===== src/rtl/water_pkg.sv =====
// Shared definitions for the tank level probe front end.
//   - fault_state_t : states of the probe-combination fault filter
//   - WATER_*       : encodings presented on encoded_water
//   - DEFAULT_*     : default debounce / persistence depths and counter width
//   - combo_valid   : 1 when {high,mid,low} is a physically possible wet pattern
//   - encode_level  : maps a valid {high,mid,low} pattern to its 2-bit level code
package water_pkg;

    typedef enum logic [1:0] {
        OK      = 2'd0,
        SUSPECT = 2'd1,
        FAULT   = 2'd2,
        RECOVER = 2'd3
    } fault_state_t;

    localparam logic [1:0] WATER_EMPTY = 2'b00;
    localparam logic [1:0] WATER_LOW   = 2'b01;
    localparam logic [1:0] WATER_MID   = 2'b10;
    localparam logic [1:0] WATER_HIGH  = 2'b11;

    localparam int DEFAULT_DEBOUNCE_SAMPLES = 32'd4;
    localparam int DEFAULT_FAULT_SAMPLES    = 32'd3;
    localparam int DEFAULT_CNT_W            = 32'd4;

    // A higher probe can only be wet when every probe below it is wet too.
    function automatic logic combo_valid(input logic [2:0] hml);
        return !((hml[1] && !hml[0]) || (hml[2] && !hml[1]));
    endfunction

    // Highest wet probe wins; only meaningful for valid patterns.
    function automatic logic [1:0] encode_level(input logic [2:0] hml);
        logic [1:0] code;
        if (hml[2]) begin
            code = WATER_HIGH;
        end else if (hml[1]) begin
            code = WATER_MID;
        end else if (hml[0]) begin
            code = WATER_LOW;
        end else begin
            code = WATER_EMPTY;
        end
        return code;
    endfunction

endpackage


===== src/rtl/probe_debouncer.sv =====
// One probe channel: 2-flop synchroniser, sample-tick debounce counter and
// the resulting stable bit.
// Ports:
//   clock, reset_n  : system clock, asynchronous active-low reset
//   sample_tick     : debounce evaluation enable (one tick per asserted clock)
//   raw             : asynchronous probe input, 1 = wet
//   stable          : registered debounced value
//   stable_next     : value stable will take at the next clock edge; lets the
//                     fault filter judge the combination after this tick
module probe_debouncer
    import water_pkg::*;
#(
    parameter int DEBOUNCE_SAMPLES = DEFAULT_DEBOUNCE_SAMPLES,
    parameter int CNT_W            = DEFAULT_CNT_W
) (
    input  logic clock,
    input  logic reset_n,
    input  logic sample_tick,
    input  logic raw,
    output logic stable,
    output logic stable_next
);

    localparam logic [CNT_W-1:0] CNT_ONE   = {{(CNT_W-1){1'b0}}, 1'b1};
    localparam logic [CNT_W-1:0] CNT_LIMIT = CNT_W'(DEBOUNCE_SAMPLES);

    logic [1:0]       sync_r;
    logic             stable_r;
    logic             stable_next_s;
    logic [CNT_W-1:0] cnt_r;
    logic [CNT_W-1:0] cnt_next_s;

    // Two-flop synchroniser for the asynchronous probe input.
    always_ff @(posedge clock or negedge reset_n) begin
        if (!reset_n) begin
            sync_r <= 2'b00;
        end else begin
            sync_r <= {sync_r[0], raw};
        end
    end

    // Debounce decision: count consecutive disagreeing ticks, flip on the limit.
    always_comb begin
        stable_next_s = stable_r;
        cnt_next_s    = cnt_r;
        if (sample_tick) begin
            if (sync_r[1] == stable_r) begin
                cnt_next_s = '0;
            end else if ((cnt_r + CNT_ONE) == CNT_LIMIT) begin
                stable_next_s = ~stable_r;
                cnt_next_s    = '0;
            end else begin
                cnt_next_s = cnt_r + CNT_ONE;
            end
        end else begin
            cnt_next_s = cnt_r;
        end
    end

    // Debounce state registers.
    always_ff @(posedge clock or negedge reset_n) begin
        if (!reset_n) begin
            stable_r <= 1'b0;
            cnt_r    <= '0;
        end else begin
            stable_r <= stable_next_s;
            cnt_r    <= cnt_next_s;
        end
    end

    assign stable      = stable_r;
    assign stable_next = stable_next_s;

endmodule


===== src/rtl/water_sensor_acquisition.sv =====
// Tank level probe front end: debounces the low/mid/high probes, filters
// impossible probe combinations through a persistence state machine and
// publishes the level code plus a change pulse.
// Ports:
//   clock, reset_n       : system clock, asynchronous active-low reset
//   sample_tick          : slow sample enable; each asserted clock is one tick
//   *_water_level_raw    : raw probe inputs, 1 = wet
//   clear_fault          : fault acknowledge (only used with FAULT_LATCH_EN)
//   *_water_level        : debounced probe bits
//   conflicting_values   : 1 while the filter is in FAULT or RECOVER
//   encoded_water        : 00 empty, 01 low, 10 mid, 11 high
//   level_changed        : one-clock pulse when encoded_water changes
// Build option: define FAULT_LATCH_EN to make FAULT sticky until clear_fault
// is pulsed while the combination is valid.
module water_sensor_acquisition
    import water_pkg::*;
#(
    parameter int DEBOUNCE_SAMPLES = DEFAULT_DEBOUNCE_SAMPLES,
    parameter int FAULT_SAMPLES    = DEFAULT_FAULT_SAMPLES,
    parameter int CNT_W            = DEFAULT_CNT_W
) (
    input  logic       clock,
    input  logic       reset_n,
    input  logic       sample_tick,
    input  logic       low_water_level_raw,
    input  logic       mid_water_level_raw,
    input  logic       high_water_level_raw,
    input  logic       clear_fault,
    output logic       low_water_level,
    output logic       mid_water_level,
    output logic       high_water_level,
    output logic       conflicting_values,
    output logic [1:0] encoded_water,
    output logic       level_changed
);

    localparam logic [CNT_W-1:0] PERS_ONE   = {{(CNT_W-1){1'b0}}, 1'b1};
    localparam logic [CNT_W-1:0] PERS_LIMIT = CNT_W'(FAULT_SAMPLES);

    logic [2:0]       raw_s;
    logic [2:0]       stable_s;
    logic [2:0]       stable_next_s;
    logic             valid_next_s;
    logic             leave_fault_s;
    fault_state_t     state_r;
    fault_state_t     state_next_s;
    logic [CNT_W-1:0] pers_r;
    logic [CNT_W-1:0] pers_next_s;
    logic [1:0]       enc_r;
    logic [1:0]       enc_next_s;
    logic             conflict_r;
    logic             changed_r;

    assign raw_s = {high_water_level_raw, mid_water_level_raw, low_water_level_raw};

    probe_debouncer #(.DEBOUNCE_SAMPLES(DEBOUNCE_SAMPLES), .CNT_W(CNT_W)) u_low (
        .clock       (clock),
        .reset_n     (reset_n),
        .sample_tick (sample_tick),
        .raw         (raw_s[0]),
        .stable      (stable_s[0]),
        .stable_next (stable_next_s[0])
    );

    probe_debouncer #(.DEBOUNCE_SAMPLES(DEBOUNCE_SAMPLES), .CNT_W(CNT_W)) u_mid (
        .clock       (clock),
        .reset_n     (reset_n),
        .sample_tick (sample_tick),
        .raw         (raw_s[1]),
        .stable      (stable_s[1]),
        .stable_next (stable_next_s[1])
    );

    probe_debouncer #(.DEBOUNCE_SAMPLES(DEBOUNCE_SAMPLES), .CNT_W(CNT_W)) u_high (
        .clock       (clock),
        .reset_n     (reset_n),
        .sample_tick (sample_tick),
        .raw         (raw_s[2]),
        .stable      (stable_s[2]),
        .stable_next (stable_next_s[2])
    );

    // Judge the combination the probes will hold after this tick's debounce.
    assign valid_next_s = combo_valid(stable_next_s);

`ifdef FAULT_LATCH_EN
    // Sticky fault: only an acknowledge on a valid combination releases it.
    assign leave_fault_s = clear_fault & valid_next_s;
`else
    logic clear_fault_unused_s;
    assign clear_fault_unused_s = clear_fault;
    assign leave_fault_s        = sample_tick & valid_next_s;
`endif

    // Fault filter next-state and persistence counter.
    always_comb begin
        state_next_s = state_r;
        pers_next_s  = pers_r;
        case (state_r)
            OK: begin
                if (sample_tick && !valid_next_s) begin
                    if (PERS_ONE == PERS_LIMIT) begin
                        state_next_s = FAULT;
                        pers_next_s  = '0;
                    end else begin
                        state_next_s = SUSPECT;
                        pers_next_s  = PERS_ONE;
                    end
                end else begin
                    state_next_s = OK;
                end
            end
            SUSPECT: begin
                if (!sample_tick) begin
                    state_next_s = SUSPECT;
                end else if (valid_next_s) begin
                    state_next_s = OK;
                    pers_next_s  = '0;
                end else if ((pers_r + PERS_ONE) == PERS_LIMIT) begin
                    state_next_s = FAULT;
                    pers_next_s  = '0;
                end else begin
                    pers_next_s = pers_r + PERS_ONE;
                end
            end
            FAULT: begin
                if (leave_fault_s) begin
                    if (PERS_ONE == PERS_LIMIT) begin
                        state_next_s = OK;
                        pers_next_s  = '0;
                    end else begin
                        state_next_s = RECOVER;
                        pers_next_s  = PERS_ONE;
                    end
                end else begin
                    state_next_s = FAULT;
                end
            end
            RECOVER: begin
                if (!sample_tick) begin
                    state_next_s = RECOVER;
                end else if (!valid_next_s) begin
                    state_next_s = FAULT;
                    pers_next_s  = '0;
                end else if ((pers_r + PERS_ONE) == PERS_LIMIT) begin
                    state_next_s = OK;
                    pers_next_s  = '0;
                end else begin
                    pers_next_s = pers_r + PERS_ONE;
                end
            end
            default: begin
                state_next_s = OK;
                pers_next_s  = '0;
            end
        endcase
    end

    // Level code follows the probes only while the filter ends up in OK.
    always_comb begin
        enc_next_s = enc_r;
        if (state_next_s == OK) begin
            enc_next_s = encode_level(stable_next_s);
        end else begin
            enc_next_s = enc_r;
        end
    end

    // Filter state and registered outputs; a change pulse is never extended.
    always_ff @(posedge clock or negedge reset_n) begin
        if (!reset_n) begin
            state_r    <= OK;
            pers_r     <= '0;
            enc_r      <= WATER_EMPTY;
            conflict_r <= 1'b0;
            changed_r  <= 1'b0;
        end else begin
            state_r    <= state_next_s;
            pers_r     <= pers_next_s;
            enc_r      <= enc_next_s;
            conflict_r <= (state_next_s == FAULT) || (state_next_s == RECOVER);
            changed_r  <= (enc_next_s != enc_r) && !changed_r;
        end
    end

    assign low_water_level    = stable_s[0];
    assign mid_water_level    = stable_s[1];
    assign high_water_level   = stable_s[2];
    assign conflicting_values = conflict_r;
    assign encoded_water      = enc_r;
    assign level_changed      = changed_r;

endmodule

===== config.mk =====
export PLATFORM = sky130hd
export DESIGN_NAME = water_sensor_acquisition
export DESIGN_NICKNAME = d
export VERILOG_FILES = /design/src/rtl/water_pkg.sv /design/src/rtl/probe_debouncer.sv /design/src/rtl/water_sensor_acquisition.sv
export SDC_FILE = /design/constraint.sdc
export NUM_CORES = 1
export LEC_CHECK = 0
export ABC_AREA = 1
export BUFFER_PORTS_ARGS = -buffer_cell sky130_fd_sc_hd__buf_2
export CAP_MARGIN = 20
export CORE_MARGIN = 8
export CORE_UTILIZATION = 35
export DETAILED_ROUTE_END_ITERATION = 6
export HOLD_SLACK_MARGIN = 0.15
export SLEW_MARGIN = 25
export SYNTH_ARGS = -nofsm -noshare
export SYNTH_HDL_FRONTEND = slang
export SYNTH_SLANG_ARGS = --single-unit
export TNS_END_PERCENT = 50

===== constraint.sdc =====
create_clock -name clock -period 2.95 [get_ports clock]
set_input_delay 0 -clock clock [delete_from_list [all_inputs] [get_ports clock]]
set_output_delay 0 -clock clock [all_outputs]
set_load 0.02 [all_outputs]

; Word level (Yosys, flattened, before mapping)
; Cells that the tools add are included.
[totals]
register_bits = 31
in_bits = 7
out_inout_bits = 7
[op_classes]
addsub = 4
n_eq_ne = 17
mux = 36
bitwise_logic = 4
n_reduce_logical = 13
[op_table]
columns = op, count
row1 = two-way mux 4 bit, 13
row2 = two-way mux 2 bit, 9
row3 = adder 4 x 1 -> 4 bit (second input constant), 4
row4 = case mux 4 bit (4 select lines), 1
row5 = equality test 4 x 3 -> 1 bit (second input constant), 3
row6 = two-way mux 1 bit, 12
row7 = equality test 2 bit (second input constant), 4
row8 = inequality test 2 bit (second input constant), 4
row9 = case mux 2 bit (4 select lines), 1
row10 = equality test 4 x 2 -> 1 bit (second input constant), 1
row11 = logical AND 1 bit, 4
row12 = logical NOT 1 bit, 4
row13 = logical NOT 2 bit, 2
row14 = AND reduction 4 bit, 1
row15 = equality test 1 bit, 3
row16 = inverter 1 bit, 3
row17 = equality test 2 x 1 -> 1 bit (second input constant), 1
row18 = logical OR 1 bit, 2
row19 = inequality test 2 bit, 1
row20 = AND 1 bit, 1

; Depth between registers and ports, before layout
; Gate-level depths: netlist of the first run.
[depth]
ltp_word = 16
ltp_mapped = 18

; By module
; From an unflattened synthesis of the first run, not the netlist that was laid out.
[hier_totals]
cells_unflattened = 211
hier_area_um2 = 1727.9
[modules_own_cells]
columns = module, instances, cells_each, area_per_inst_um2, seq_area_each_um2
row1 = probe_debouncer, 3, 41, 354.1, 175.2
row2 = water_sensor_acquisition, 1, 88, 665.6, 225.2

; Least setup slack after synthesis of the first run
; Ideal clock, no wire load.
[synth_path]
kind = register -> register
start = register u_low.cnt_r[0]
end = register changed_r, in the netlist level_changed
setup_ps = 74
arrival_ps = 1772
required_time_ps = 2876
slack_ps = 1104
path_stages_with_launch = 17
path_buffers = 0
period_less_slack_ps = 1846
path_cell_list = dfrtp_1 ha_1 nand2_1 nand2_2 nor2_4 nand3_1 nand2_1 nand2_2 nand2_4 nand2_4 o21ai_4 nand2_4 clkinv_4 nand4_1 nand2_1 inv_1 a21oi_2
[synth_via]
elab_cells_between_ends = 25
[synth_rtl]
columns = item, line_no
row1 = start: declaration, probe_debouncer.sv:30  ; logic [CNT_W-1:0] cnt_r;
row2 = start signal: assignment, probe_debouncer.sv:67  ; cnt_r <= cnt_next_s;
row3 = adder 4 x 1 -> 4 bit *, probe_debouncer.sv:49  ; end else if ((cnt_r + CNT_ONE) == CNT_LIMIT) begin
row4 = equality test 4 x 3 -> 1 bit *, probe_debouncer.sv:49
row5 = two-way mux 1 bit *, probe_debouncer.sv:49
row6 = two-way mux 1 bit *, probe_debouncer.sv:47  ; if (sync_r[1] == stable_r) begin
row7 = two-way mux 1 bit *, probe_debouncer.sv:46  ; if (sample_tick) begin
row8 = logical NOT 1 bit *, water_pkg.sv:27  ; return !((hml[1] && !hml[0]) || (hml[2] && !hml[1]));
row9 = logical AND 1 bit *, water_pkg.sv:27
row10 = logical OR 1 bit *, water_pkg.sv:27
row11 = two-way mux 2 bit (on tied branches), "water_sensor_acquisition.sv:142, water_sensor_acquisition.sv:116"
row12 = two-way mux 2 bit (on tied branches), "water_sensor_acquisition.sv:140, water_sensor_acquisition.sv:114"
row13 = case mux 2 bit (4 select lines) *, water_sensor_acquisition.sv:99  ; case (state_r)
row14 = via state_next_s[1], water_sensor_acquisition.sv:46  ; fault_state_t state_next_s;
row15 = logical NOT 2 bit *, water_sensor_acquisition.sv:162  ; if (state_next_s == OK) begin
row16 = two-way mux 2 bit *, water_sensor_acquisition.sv:162
row17 = inequality test 2 bit *, water_sensor_acquisition.sv:182  ; changed_r <= (enc_next_s != enc_r) && !changed_r;
row18 = logical AND 1 bit *, water_sensor_acquisition.sv:182
row19 = end signal: assignment, water_sensor_acquisition.sv:182
row20 = end: declaration, water_sensor_acquisition.sv:52  ; logic changed_r;
; The timed path passes the listed nets; every way through them passes the cells marked *.
; A chain may end at the register's enable or synchronous reset.

; Worst setup path after layout of the first run
[layout_path]
start = register u_mid.cnt_r[0]
end = register changed_r, in the netlist level_changed
[layout_via]
elab_chain_cells = 16
elab_cells_between_ends = 25
[layout_lines]
columns = item, line_no
row1 = start: declaration, probe_debouncer.sv:30
row2 = start signal: assignment, probe_debouncer.sv:67
row3 = adder 4 x 1 -> 4 bit *, probe_debouncer.sv:49
row4 = equality test 4 x 3 -> 1 bit *, probe_debouncer.sv:49
row5 = two-way mux 1 bit *, probe_debouncer.sv:49
row6 = two-way mux 1 bit *, probe_debouncer.sv:47
row7 = two-way mux 1 bit *, probe_debouncer.sv:46
row8 = via u_mid.stable_next, probe_debouncer.sv:21  ; output logic stable_next
row9 = logical NOT 1 bit, water_pkg.sv:27
row10 = logical AND 1 bit, water_pkg.sv:27
row11 = logical OR 1 bit, water_pkg.sv:27
row12 = logical NOT 1 bit, water_pkg.sv:27
row13 = AND 1 bit, water_sensor_acquisition.sv:92  ; assign leave_fault_s = sample_tick & valid_next_s;
row14 = two-way mux 1 bit, water_sensor_acquisition.sv:127  ; if (leave_fault_s) begin
row15 = case mux 2 bit (4 select lines), water_sensor_acquisition.sv:99
row16 = logical NOT 2 bit, water_sensor_acquisition.sv:162
row17 = two-way mux 2 bit *, water_sensor_acquisition.sv:162
row18 = inequality test 2 bit *, water_sensor_acquisition.sv:182
row19 = logical AND 1 bit *, water_sensor_acquisition.sv:182
; Marked as above.

==> impl_metrics.json, run 1 <==
{
  "status": "finished clean",
  "clkLatencyLatePin_ns": 0.28,
  "post-route-worst-setup-slack_ns": 0.8797,
  "synthesized_net_count": 207,
  "critPathMostFrequentCell": "sky130_fd_sc_hd__nand2_4",
  "final_cell_count_no_fill": 270,
  "power.ir.vdd_worst_v": 0.0004219,
  "fp.dieH_um": 85.06,
  "cp.arrival_ns": 2.29,
  "timing.critical_path.fanout_max": 5,
  "max_clock_freq_ghz": 0.4830,
  "proportion_of_synthesized_chip_area_in_sequential_cells": 0.4648,
  "worst_setup_path_endpoint": "level_changed",
  "diodes": 0,
  "post-synth-top-area-fraction": 0.4648,
  "clock_sink_count": 31,
  "avgRoutedWirePerCell_um": 11.14,
  "finalCritPeriodShare": 0.7018,
  "maximum_number_of_pins_on_one_net_before_global_route_repair": 32,
  "dp_hpwl_um": 2195,
  "rows": 25,
  "critical_path_cell_count": 17,
  "flow.area_growth_from_synthesis_pct": 14.84,
  "reg2reg_setup_slack_ns": 0.88,
  "crit_chain": "ha_1 > inv_1 > nor2_1 > nand3_1 > nand2_1 > nand2_2 > inv_2 > nand2_4 > nand2_4 > nand2_2 > nand3_2 > nand2_2 > nand2_4 > nand2_4 > o21ai_2 > nand2_1 > a21oi_2",
  "cp_slowest_cell": "sky130_fd_sc_hd__dfrtp_1",
  "clk_path_buf_depth": 2,
  "postSynth.topFlopCell": "sky130_fd_sc_hd__dfrtp_1",
  "critPathLaunchType": "register",
  "ys.warnings.count": 0,
  "detail_route.first_pass.iterations": 4,
  "grt-ovfl-total": 0,
  "netlist_top_cells_count": "sky130_fd_sc_hd__nand2_1 (41), sky130_fd_sc_hd__dfrtp_1 (31), sky130_fd_sc_hd__inv_1 (31)",
  "worst_pin_slew_ns": 0.6963,
  "net_total_in_the_final_layout": 228,
  "post_route_cells_drive_above_1_share": 0.2130,
  "buffer_ports.inserted": 12,
  "internal-power_uw": 920.6,
  "multi_input_area_um2": 744.5,
  "synth_cell_types": 28,
  "path_class": "reg2reg",
  "remaining_drc_errors": 0,
  "power.combinational.fraction": 0.394,
  "critical_path.max_stage_delay_ns": 0.42,
  "grt_use_total": 0.09093,
  "fill_cells": 466,
  "post_cts.repair.setup_buffers": 0,
  "yosys_register_bits": 31,
  "cts_tree": "done",
  "avgViaCountPerCell": 4.744,
  "power.share.sequential": 0.400,
  "total_power_mw": 1.603,
  "synthesis.area_um2": 1669,
  "critPathTopFamily": "simple AND/OR/NAND/NOR gates",
  "sw_frac_of_total": 0.4258,
  "stdcell_area_um2": 1917,
  "top_level_ports": 14,
  "synth_cells": 194,
  "register_cell_area_after_layout_um2": 775.7,
  "drv_cap": 0,
  "postLayoutCoreUtil": 0.4113,
  "final.hold.worst_slack_ns": 0.1744,
  "finalWirelength_um": 3009,
  "setup_viol": 0,
  "die_width_um": 85.06,
  "synth_most_common_cell": "sky130_fd_sc_hd__nand2_1",
  "route.vias.total": 1281,
  "path_depth_of_the_worst_reg2reg_path": 17,
  "skew_ns": 0.009327,
  "hold_viol": 0,
  "unrepaired_setup_endpoints_after_global_routing": "false",
  "synth.avg_cell_area_um2": 8.604,
  "detailedRoute.firstIterationViolations": 81,
  "p_leak_nw": 0.9678,
  "postRouteAntennaNets": 0,
  "first_global_vias": 1183,
  "worst_ep_required_time_ns": 3.17,
  "detailed_place.area_um2": 1788,
  "total_switching_power_uw": 682.8,
  "yosysTopAreaCell": "sky130_fd_sc_hd__dfrtp_1",
  "pwr_cell_area_nw_per_um2": 836.5,
  "initial_core_util": 0.3581,
  "worst_r2r_startpoint": "u_mid.cnt_r[0]",
  "clkTransAtPathRegs_ns": 0.07,
  "gpl.final_weighted_congestion": 0.8057,
  "floorplan.core_area_um2": 4661,
  "post-place-ws_ns": 0.8858,
  "holdCritPathClass": "in2reg",
  "die_area_um2": 7234,
  "critPathLaunch": "u_mid.cnt_r[0]",
  "final.min_clock_period_ns": 2.070,
  "rr_endpoint": "level_changed",
  "placedCellCount": 258,
  "worst_slew_margin_rel": 0.5358,
  "cts_max_level": 2,
  "timing.critical_path.buf_inv": 2,
  "endpoint_kind": "register",
  "clockPowerShare": 0.206,
  "asyncSetResetFlopFracSynth": 1.000,
  "synth.top_cells.by_area": "sky130_fd_sc_hd__dfrtp_1 (46%), sky130_fd_sc_hd__nand2_1 (9.2%), sky130_fd_sc_hd__inv_1 (7.0%)",
  "first_pass_grt_wire_length_um": 5209,
  "synth_edf_count": 0,
  "cts-buffers-inserted": 5,
  "grt_antenna_before_repair": 0,
  "cts-root-buf": "sky130_fd_sc_hd__clkbuf_8",
  "total_of_cells_resized_after_clock_tree_synthesis": 0,
  "slew_violations": 0,
  "final.setup.tns_ns": 0
}
[flip-flops by register name (all words and copies together) (netlist names)]
name                count
pers_r                  4
u_high.cnt_r            4
u_low.cnt_r             4
u_mid.cnt_r             4
encoded_water           2
state_r                 2
u_high.sync_r           2
u_low.sync_r            2
u_mid.sync_r            2
conflicting_values      1
level_changed           1
u_high.stable           1
u_low.stable            1
u_mid.stable            1
[worst min-delay path by stage]
stage	end	startpoint	depth (start not counted)	slack (ns)
after CTS	u_high.cnt_r[1]	sample_tick	3	0.17
after global placement	u_mid.cnt_r[2]	reset_n	1	0.09
after floorplan	conflicting_values	reset_n	0	-0.30
after global routing	u_high.cnt_r[1]	sample_tick	3	0.19
final	u_high.cnt_r[2]	sample_tick	2	0.17
after detailed placement	u_mid.cnt_r[2]	reset_n	1	0.09
[cell type report]
cell class,count,share of cell area
Inverter,36,0.07311
Sequential cell,31,0.4047
Tap cell,54,0.03525
Clock buffer,5,0.03590
Multi-Input combinational cell,125,0.3884
Clock inverter,3,0.01044
Timing Repair Buffer,16,0.05222
[power by group through the flow]
stage / Clock, mW / Sequential, mW / Combinational, mW
2_1_floorplan: 0 / 0.665 / 0.469
3_3_place_gp: 0 / 0.648 / 0.626
3_5_place_dp: 0 / 0.648 / 0.638
4_1_cts: 0.345 / 0.643 / 0.642
5_1_grt: 0.359 / 0.662 / 0.726
6_report: 0.330 / 0.642 / 0.632
[logic make-up (layout without fill, tap and decap cells)]
group / after synthesis / count (layout) / synth area share
flops: 31 / 31 / 0.4648
fa+ha+maj: 6 / 6 / 0.04498
buf+inv: 38 / 60 / 0.08920
xor+xnor: 4 / 4 / 0.02099
compound gates: 22 / 22 / 0.09521
simple gates: 93 / 93 / 0.2849
[layer usage]
metal  track usage  vias to the layer above  part of all wire
met2        0.1378                       24              0.45
met4       0.03883                        0             0.017
met5             0                        -                 0
met1        0.1113                      591              0.49
li1              -                      661                 -
met3       0.03571                        5             0.036
[repair_timing]
item	4_1_cts	5_1_grt
endpoints found under the hold margin	34	0
endpoints found under the setup margin	0	0
hold buffers	4	0
[cell usage in the layout (no fill, tap or decap)]
cell type,instances
sky130_fd_sc_hd__xor2_1,4
sky130_fd_sc_hd__o32ai_1,2
sky130_fd_sc_hd__nand2_1,41
sky130_fd_sc_hd__inv_2,4
sky130_fd_sc_hd__clkinv_2,1
sky130_fd_sc_hd__dfrtp_1,31
sky130_fd_sc_hd__nand2_4,5
sky130_fd_sc_hd__clkinv_4,1
sky130_fd_sc_hd__buf_2,12
sky130_fd_sc_hd__nor2_1,13
sky130_fd_sc_hd__a21oi_2,1
sky130_fd_sc_hd__o21ai_2,1
sky130_fd_sc_hd__nand3_2,3
sky130_fd_sc_hd__clkinvlp_4,2
sky130_fd_sc_hd__nand3b_1,1
sky130_fd_sc_hd__o31ai_1,2
sky130_fd_sc_hd__dlygate4sd3_1,4
sky130_fd_sc_hd__o21ai_0,4
sky130_fd_sc_hd__ha_1,6
sky130_fd_sc_hd__o22ai_1,6
sky130_fd_sc_hd__nand3_1,11
sky130_fd_sc_hd__nor2_4,1
sky130_fd_sc_hd__inv_1,31
sky130_fd_sc_hd__o21ai_4,1
sky130_fd_sc_hd__o21ai_1,1
sky130_fd_sc_hd__nand2_2,9
sky130_fd_sc_hd__a21boi_1,1
sky130_fd_sc_hd__clkbuf_8,5
sky130_fd_sc_hd__nand4_1,9
sky130_fd_sc_hd__a22o_1,2
sky130_fd_sc_hd__a21oi_1,1
No activity file was read; power rests on OpenSTA's default activity.
==> inputs of run 2 (changes only) <==
- clock period: 2.95 -> 1.88 ns (I/O delays scaled with it)
==> run 2 against run 1 <==
The run now ends with setup timing left. Non-clock buffer count rose by 30. Combinational power up 120%. Count of clock-buffer cells in the layout grew 1. Critical path depth decreased by 1. First-iteration DRC count down 44%. Worst setup slack got worse by 0.96 ns.
==> impl_metrics.json, run 2 (synthesis results as in run 1) <==
{
  "final.setup.tns_ns": -0.1006,
  "postRouteAntennaNets": 0,
  "cts_tree": "done",
  "critPathMostFrequentCell": "sky130_fd_sc_hd__nand2_4",
  "unrepaired_setup_endpoints_after_global_routing": "true",
  "cts-root-buf": "sky130_fd_sc_hd__clkbuf_8",
  "die_width_um": 85.06,
  "initial_core_util": 0.3581,
  "setup_viol": 2,
  "fp.dieH_um": 85.06,
  "detailedRoute.firstIterationViolations": 45,
  "finalWirelength_um": 3461,
  "first_pass_grt_wire_length_um": 6058,
  "clock_sink_count": 31,
  "grt_use_total": 0.1043,
  "status": "finished with violations",
  "critPathLaunch": "u_low.cnt_r[1]",
  "worst_ep_required_time_ns": 2.10,
  "timing.critical_path.fanout_max": 4,
  "final.min_clock_period_ns": 1.960,
  "fill_cells": 446,
  "max_clock_freq_ghz": 0.5101,
  "endpoint_kind": "register",
  "register_cell_area_after_layout_um2": 777.0,
  "hold_viol": 0,
  "route.vias.total": 1413,
  "clk_path_buf_depth": 2,
  "rows": 25,
  "dp_hpwl_um": 2444,
  "cts_max_level": 2,
  "multi_input_area_um2": 822.0,
  "post-route-worst-setup-slack_ns": -0.08028,
  "drv_cap": 0,
  "maximum_number_of_pins_on_one_net_before_global_route_repair": 32,
  "final.hold.worst_slack_ns": 0.1653,
  "net_total_in_the_final_layout": 258,
  "p_leak_nw": 1.152,
  "crit_chain": "ha_4 > nand2_2 > nand2_4 > nor2_4 > nand3_1 > nand2_1 > nand2_2 > nand2_4 > nand2_4 > o21ai_4 > nand2_4 > clkinv_4 > nand2_4 > o21ai_2 > nand2_1 > a21oi_2",
  "pwr_cell_area_nw_per_um2": 1389,
  "postLayoutCoreUtil": 0.4870,
  "grt_antenna_before_repair": 0,
  "worst_r2r_startpoint": "u_low.cnt_r[1]",
  "avgViaCountPerCell": 4.710,
  "worst_pin_slew_ns": 0.6983,
  "die_area_um2": 7234,
  "final_common_cell": "sky130_fd_sc_hd__nand2_1",
  "post_route_cells_drive_above_1_share": 0.3618,
  "clkTransAtPathRegs_ns": 0.07,
  "cp.arrival_ns": 2.18,
  "mostFrequentLayoutCells": "sky130_fd_sc_hd__nand2_1 (36), sky130_fd_sc_hd__inv_1 (30), sky130_fd_sc_hd__dfrtp_1 (30), sky130_fd_sc_hd__buf_4 (28)",
  "diodes": 0,
  "holdCritPathClass": "in2reg",
  "critical_path.max_stage_delay_ns": 0.44,
  "finalCritPeriodShare": 1.043,
  "skew_ns": 0.009185,
  "buffer_ports.inserted": 12,
  "avgRoutedWirePerCell_um": 11.54,
  "floorplan.core_area_um2": 4661,
  "path_class": "reg2reg",
  "worst_slew_margin_rel": 0.5345,
  "detail_route.first_pass.iterations": 4,
  "total_power_mw": 3.152,
  "power.ir.vdd_worst_v": 0.0007847,
  "gpl.final_weighted_congestion": 0.8175,
  "first_global_vias": 1419,
  "violated_checks": "setup timing",
  "top_level_ports": 14,
  "slew_violations": 0,
  "critPathTopFamily": "simple AND/OR/NAND/NOR gates",
  "cp_slowest_cell": "sky130_fd_sc_hd__dfrtp_2",
  "grt-ovfl-total": 0,
  "cts-buffers-inserted": 5,
  "timing.critical_path.buf_inv": 1,
  "flow.area_growth_from_synthesis_pct": 35.98,
  "timing.hold.worst.start": "sample_tick",
  "remaining_drc_errors": 0,
  "clkLatencyLatePin_ns": 0.28,
  "critPathLaunchType": "register"
}
==> run 2: changes by cell type in the layout (fill, tap and decap cells not counted), moves of 3 or more <==
cell,change
sky130_fd_sc_hd__buf_4,+28
sky130_fd_sc_hd__nand2_1,-5
sky130_fd_sc_hd__nand2_2,+3
sky130_fd_sc_hd__nand3_1,-3
sky130_fd_sc_hd__nand3_2,+3
==> run 2: routing by layer <==
layer  part of all wire  track usage  vias to the layer above  routed length [um]
met5                  0            0                        -                   0
met4              0.014      0.04531                        0                  48
met3              0.030      0.03378                        4                 105
met2               0.49       0.1747                       16                1679
met1               0.47       0.1181                      666                1628
li1                   -            -                      727                   -
==> run 2: power by group <==
group	internal [mW]	switching, mW	total (mW)
sequential	0.833	0.153	0.987
combinational	0.602	0.780	1.38
clock	0.530	0.253	0.783
==> run 2: worst min-delay path: stages <==
cell and delay [ns]:
sky130_fd_sc_hd__buf_2 0.17, sky130_fd_sc_hd__o21ai_0 0.13, sky130_fd_sc_hd__o32ai_1 0.10
==> run 2: final cells by class <==
type	instances	share of cell area
inverters	36	0.06174
multi-input cells	125	0.3622
flip-flops and latches	31	0.3423
repair buffers	46	0.1455
well taps	54	0.02977
clock buffers	6	0.03197
clock inverters	2	0.02646
==> run 2: final timing paths <==
path                                   end  slack, ns  cells after the start
setup / recovery             level_changed      -0.08                     16
hold / removal              u_mid.cnt_r[3]       0.17                      3
setup reg to reg             level_changed      -0.08                     16
hold reg to reg            u_low.sync_r[1]       0.35                      0
max in group asynchronous   u_low.cnt_r[1]       1.09                      2
min in group asynchronous   u_mid.cnt_r[3]       0.30                      2
==> run 2: timing repair <==
| action | 4_1_cts | 5_1_grt |
|---|---|---|
| pin swaps | 3 | 4 |
| hold buffers | 6 | 0 |
| buffers inserted | 2 | 3 |
| gates cloned | 0 | 0 |
| resized for setup | 6 | 16 |
| setup endpoints to repair | 7 | 9 |
| hold endpoints to repair | 39 | 0 |
==> run 2: per-stage QoR <==
step / setup WS [ns] / cell area, um2 / cells
detailed placement: -0.1044 / 1961 / 281
finish: -0.08028 / 2270 / 300
global placement: -0.04379 / 1961 / 281
floorplan: 0.03371 / 1669 / 194
global route: -0.2584 / 2270 / 300
CTS: -0.09256 / 2187 / 297
==> inputs of run 3 (changes only) <==
- SYNTH_HIERARCHICAL: not set -> 1
==> run 3 against run 2 <==
Largest cell class unchanged. Final cell count rose by 8.0%. The flow still finishes with violations (setup timing). Largest power group unchanged. Count of clock-buffer cells in the layout grew 1. Routed wire length is 1.9% lower. Critical path type unchanged. First-iteration DRC count increased by 20%. Maximum frequency shrank 9.5%.
==> impl_metrics.json, run 3 <==
{
  "slew_violations": 0,
  "power.combinational.fraction": 0.463,
  "finalWirelength_um": 3396,
  "finalCritPeriodShare": 1.153,
  "ys.warnings.count": 6,
  "endpoint_kind": "register",
  "first_pass_grt_wire_length_um": 6106,
  "setup_viol": 9,
  "pwr_cell_area_nw_per_um2": 1247,
  "register_cell_area_after_layout_um2": 750.7,
  "worst_pin_slew_ns": 0.6727,
  "synth_cells": 211,
  "holdCritPathClass": "in2reg",
  "power.share.sequential": 0.348,
  "synth_edf_count": 0,
  "multi_input_area_um2": 868.3,
  "route.vias.total": 1437,
  "unrepaired_setup_endpoints_after_global_routing": "true",
  "postSynth.topFlopCell": "sky130_fd_sc_hd__dfrtp_1",
  "drv_cap": 0,
  "synth_most_common_cell": "sky130_fd_sc_hd__nand2_1",
  "grt-ovfl-total": 0,
  "post_route_cells_drive_above_1_share": 0.3541,
  "critPathLaunchType": "register",
  "clockPowerShare": 0.189,
  "gr-usage-met1": 0.1223,
  "proportion_of_synthesized_chip_area_in_sequential_cells": 0.4345,
  "grt_antenna_before_repair": 0,
  "top_level_ports": 14,
  "cp.arrival_ns": 2.38,
  "post-route-worst-setup-slack_ns": -0.2872,
  "die_width_um": 86.26,
  "diodes": 0,
  "clock_sink_count": 30,
  "initial_core_util": 0.3634,
  "avgRoutedWirePerCell_um": 10.48,
  "power.ir.vdd_worst_v": 0.0005871,
  "gpl.final_weighted_congestion": 0.7585,
  "final.hold.worst_slack_ns": 0.1764,
  "status": "finished with violations",
  "cts_tree": "done",
  "dp_hpwl_um": 2512,
  "total_switching_power_mw": 1.130,
  "cts-buffers-inserted": 5,
  "synthesized_net_count": 226,
  "synth.top_cells.by_area": "sky130_fd_sc_hd__dfrtp_1 (43%), sky130_fd_sc_hd__nand2_1 (10%), sky130_fd_sc_hd__inv_1 (8.7%)",
  "placedCellCount": 309,
  "skew_ns": 0.003788,
  "clkTransAtPathRegs_ns": 0.06,
  "avgViaCountPerCell": 4.435,
  "asyncSetResetFlopFracSynth": 1.000,
  "final.setup.tns_ns": -1.515,
  "final_common_cell": "sky130_fd_sc_hd__nand2_1",
  "grt_use_total": 0.1031,
  "p_leak_nw": 1.120,
  "detailedRoute.firstIterationViolations": 54,
  "internal-power_mw": 1.647,
  "die_area_um2": 7441,
  "clkLatencyLatePin_ns": 0.28,
  "max_clock_freq_ghz": 0.4614,
  "path_class": "reg2reg",
  "rows": 25,
  "fp.dieH_um": 86.26,
  "post-synth-top-area-fraction": 0.4345,
  "final_cell_count_no_fill": 324,
  "net_total_in_the_final_layout": 271,
  "netlist_top_cells_count": "sky130_fd_sc_hd__nand2_1 (46), sky130_fd_sc_hd__inv_1 (40), sky130_fd_sc_hd__dfrtp_1 (30)",
  "clk_path_buf_depth": 2,
  "timing.critical_path.fanout_max": 5,
  "global_route.peak_usage_layer": "met2",
  "synth_cell_types": 25,
  "maximum_number_of_pins_on_one_net_before_global_route_repair": 31,
  "gr_layer_usage_met2": 0.1582,
  "buffer_ports.inserted": 12,
  "cts_max_level": 2,
  "cts-root-buf": "sky130_fd_sc_hd__clkbuf_8",
  "remaining_drc_errors": 0,
  "violated_checks": "setup timing",
  "hold_viol": 0,
  "synthesis.area_um2": 1728,
  "sw_frac_of_total": 0.4069,
  "yosys_register_bits": 30,
  "fill_cells": 481,
  "yosysTopAreaCell": "sky130_fd_sc_hd__dfrtp_1",
  "final.min_clock_period_ns": 2.167,
  "worst_ep_required_time_ns": 2.09,
  "global_route.usage.met3": 0.03497,
  "detail_route.first_pass.iterations": 4,
  "mostFrequentLayoutCells": "sky130_fd_sc_hd__nand2_1 (43), sky130_fd_sc_hd__inv_1 (37), sky130_fd_sc_hd__dfrtp_1 (30), sky130_fd_sc_hd__buf_4 (21), sky130_fd_sc_hd__nand2_2 (17)",
  "synth.avg_cell_area_um2": 8.189,
  "first_global_vias": 1434,
  "floorplan.core_area_um2": 4755,
  "postRouteAntennaNets": 0,
  "worst_slew_margin_rel": 0.5516,
  "flow.area_growth_from_synthesis_pct": 28.89
}
-- run 3: cell count changes after synthesis, moves of 6 or more --
cell	change
sky130_fd_sc_hd__a21oi_1	+6
sky130_fd_sc_hd__nand2_2	+8
sky130_fd_sc_hd__nor2_1	-9
sky130_fd_sc_hd__inv_1	+9
-- run 3: layer usage --
metal,vias up,wire length (um)
li1,753,-
met3,9,127
met1,655,1625
met2,20,1540
met5,-,0
met4,0,102
-- run 3: final cells by class --
| cell class | instances | area share |
|---|---|---|
| multi-input combinational | 137 | 0.3899 |
| sequential | 30 | 0.3371 |
| timing repair buffer | 38 | 0.1202 |
| inverter | 44 | 0.07416 |
| clock buffer | 7 | 0.03876 |
| tap | 67 | 0.03764 |
| clock inverter | 1 | 0.002247 |
-- run 3: repair_timing --
| item | 4_1_cts | 5_1_grt |
|---|---|---|
| hold endpoints to repair | 36 | 0 |
| endpoints found under the setup margin | 9 | 9 |
| hold buffers | 5 | 0 |
| setup buffers | 0 | 2 |
| pin swaps | 0 | 1 |
| resized for setup | 3 | 6 |
| gates cloned | 0 | 0 |
-- run 3: power groups by stage --
stage	combinational (mW)	clock [mW]	sequential, mW
3_5_place_dp	1.19	0	0.973
5_1_grt	1.44	0.584	0.990
3_3_place_gp	1.18	0	0.970
4_1_cts	1.21	0.559	0.966
2_1_floorplan	0.738	0	1.02
6_report	1.29	0.526	0.966
-- run 3: through the flow --
stage | setup slack [ns] | cell area, um2 | utilization | total power [mW]
3_5_place_dp | -0.2712 | 2034 | 0.4279 | 2.167
3_3_place_gp | -0.2449 | 2034 | 0.4279 | 2.151
6_report | -0.2872 | 2227 | 0.4684 | 2.777
5_1_grt | -0.5090 | 2227 | 0.4684 | 3.017
2_1_floorplan | -0.1702 | 1748 | - | 1.759
4_1_cts | -0.2733 | 2182 | 0.4589 | 2.739
-- run 3: kinds of logic (layout without fill, tap and decap cells) --
group                    count (synthesis)  in the layout  synth area share
AND/OR/NAND/NOR                        100            100            0.3056
AO/OA/AOI/OAI                           29             29            0.1065
buffers and inverters                   44             90           0.09558
flip-flops                              30             30            0.4345
adder cells (fa/ha/maj)                  8              8           0.05793
-- run 3: worst paths after layout --
path                                  startpoint               end  slack [ns]  cells after the start
worst max-delay path              u_mid/cnt_r[0]     level_changed       -0.29                     19
worst min-delay path                 sample_tick   u_high/cnt_r[2]        0.18                      4
worst max register to register    u_mid/cnt_r[0]     level_changed       -0.29                     19
worst min register to register  u_high/sync_r[0]  u_high/sync_r[1]        0.35                      0
max in group asynchronous                reset_n   u_high/cnt_r[0]        1.15                      2
min in group asynchronous                reset_n    u_low/cnt_r[3]        0.29                      2
-- run 3: critical path, cell delays in order (launching register included) --
cell	delay, ns
sky130_fd_sc_hd__dfrtp_1	0.41
sky130_fd_sc_hd__ha_2	0.20
sky130_fd_sc_hd__nand2_1	0.07
sky130_fd_sc_hd__nand2_2	0.07
sky130_fd_sc_hd__nor2_4	0.11
sky130_fd_sc_hd__nand4_1	0.11
sky130_fd_sc_hd__nand2_1	0.10
sky130_fd_sc_hd__inv_2	0.05
sky130_fd_sc_hd__inv_2	0.07
sky130_fd_sc_hd__nand2_4	0.06
sky130_fd_sc_hd__nand2_4	0.09
sky130_fd_sc_hd__nor2_2	0.04
sky130_fd_sc_hd__buf_4	0.12
sky130_fd_sc_hd__inv_1	0.07
sky130_fd_sc_hd__nand2_1	0.09
sky130_fd_sc_hd__nand2_4	0.12
sky130_fd_sc_hd__nand2_4	0.06
sky130_fd_sc_hd__o21ai_2	0.10
sky130_fd_sc_hd__nand2_1	0.07
sky130_fd_sc_hd__a21oi_2	0.11
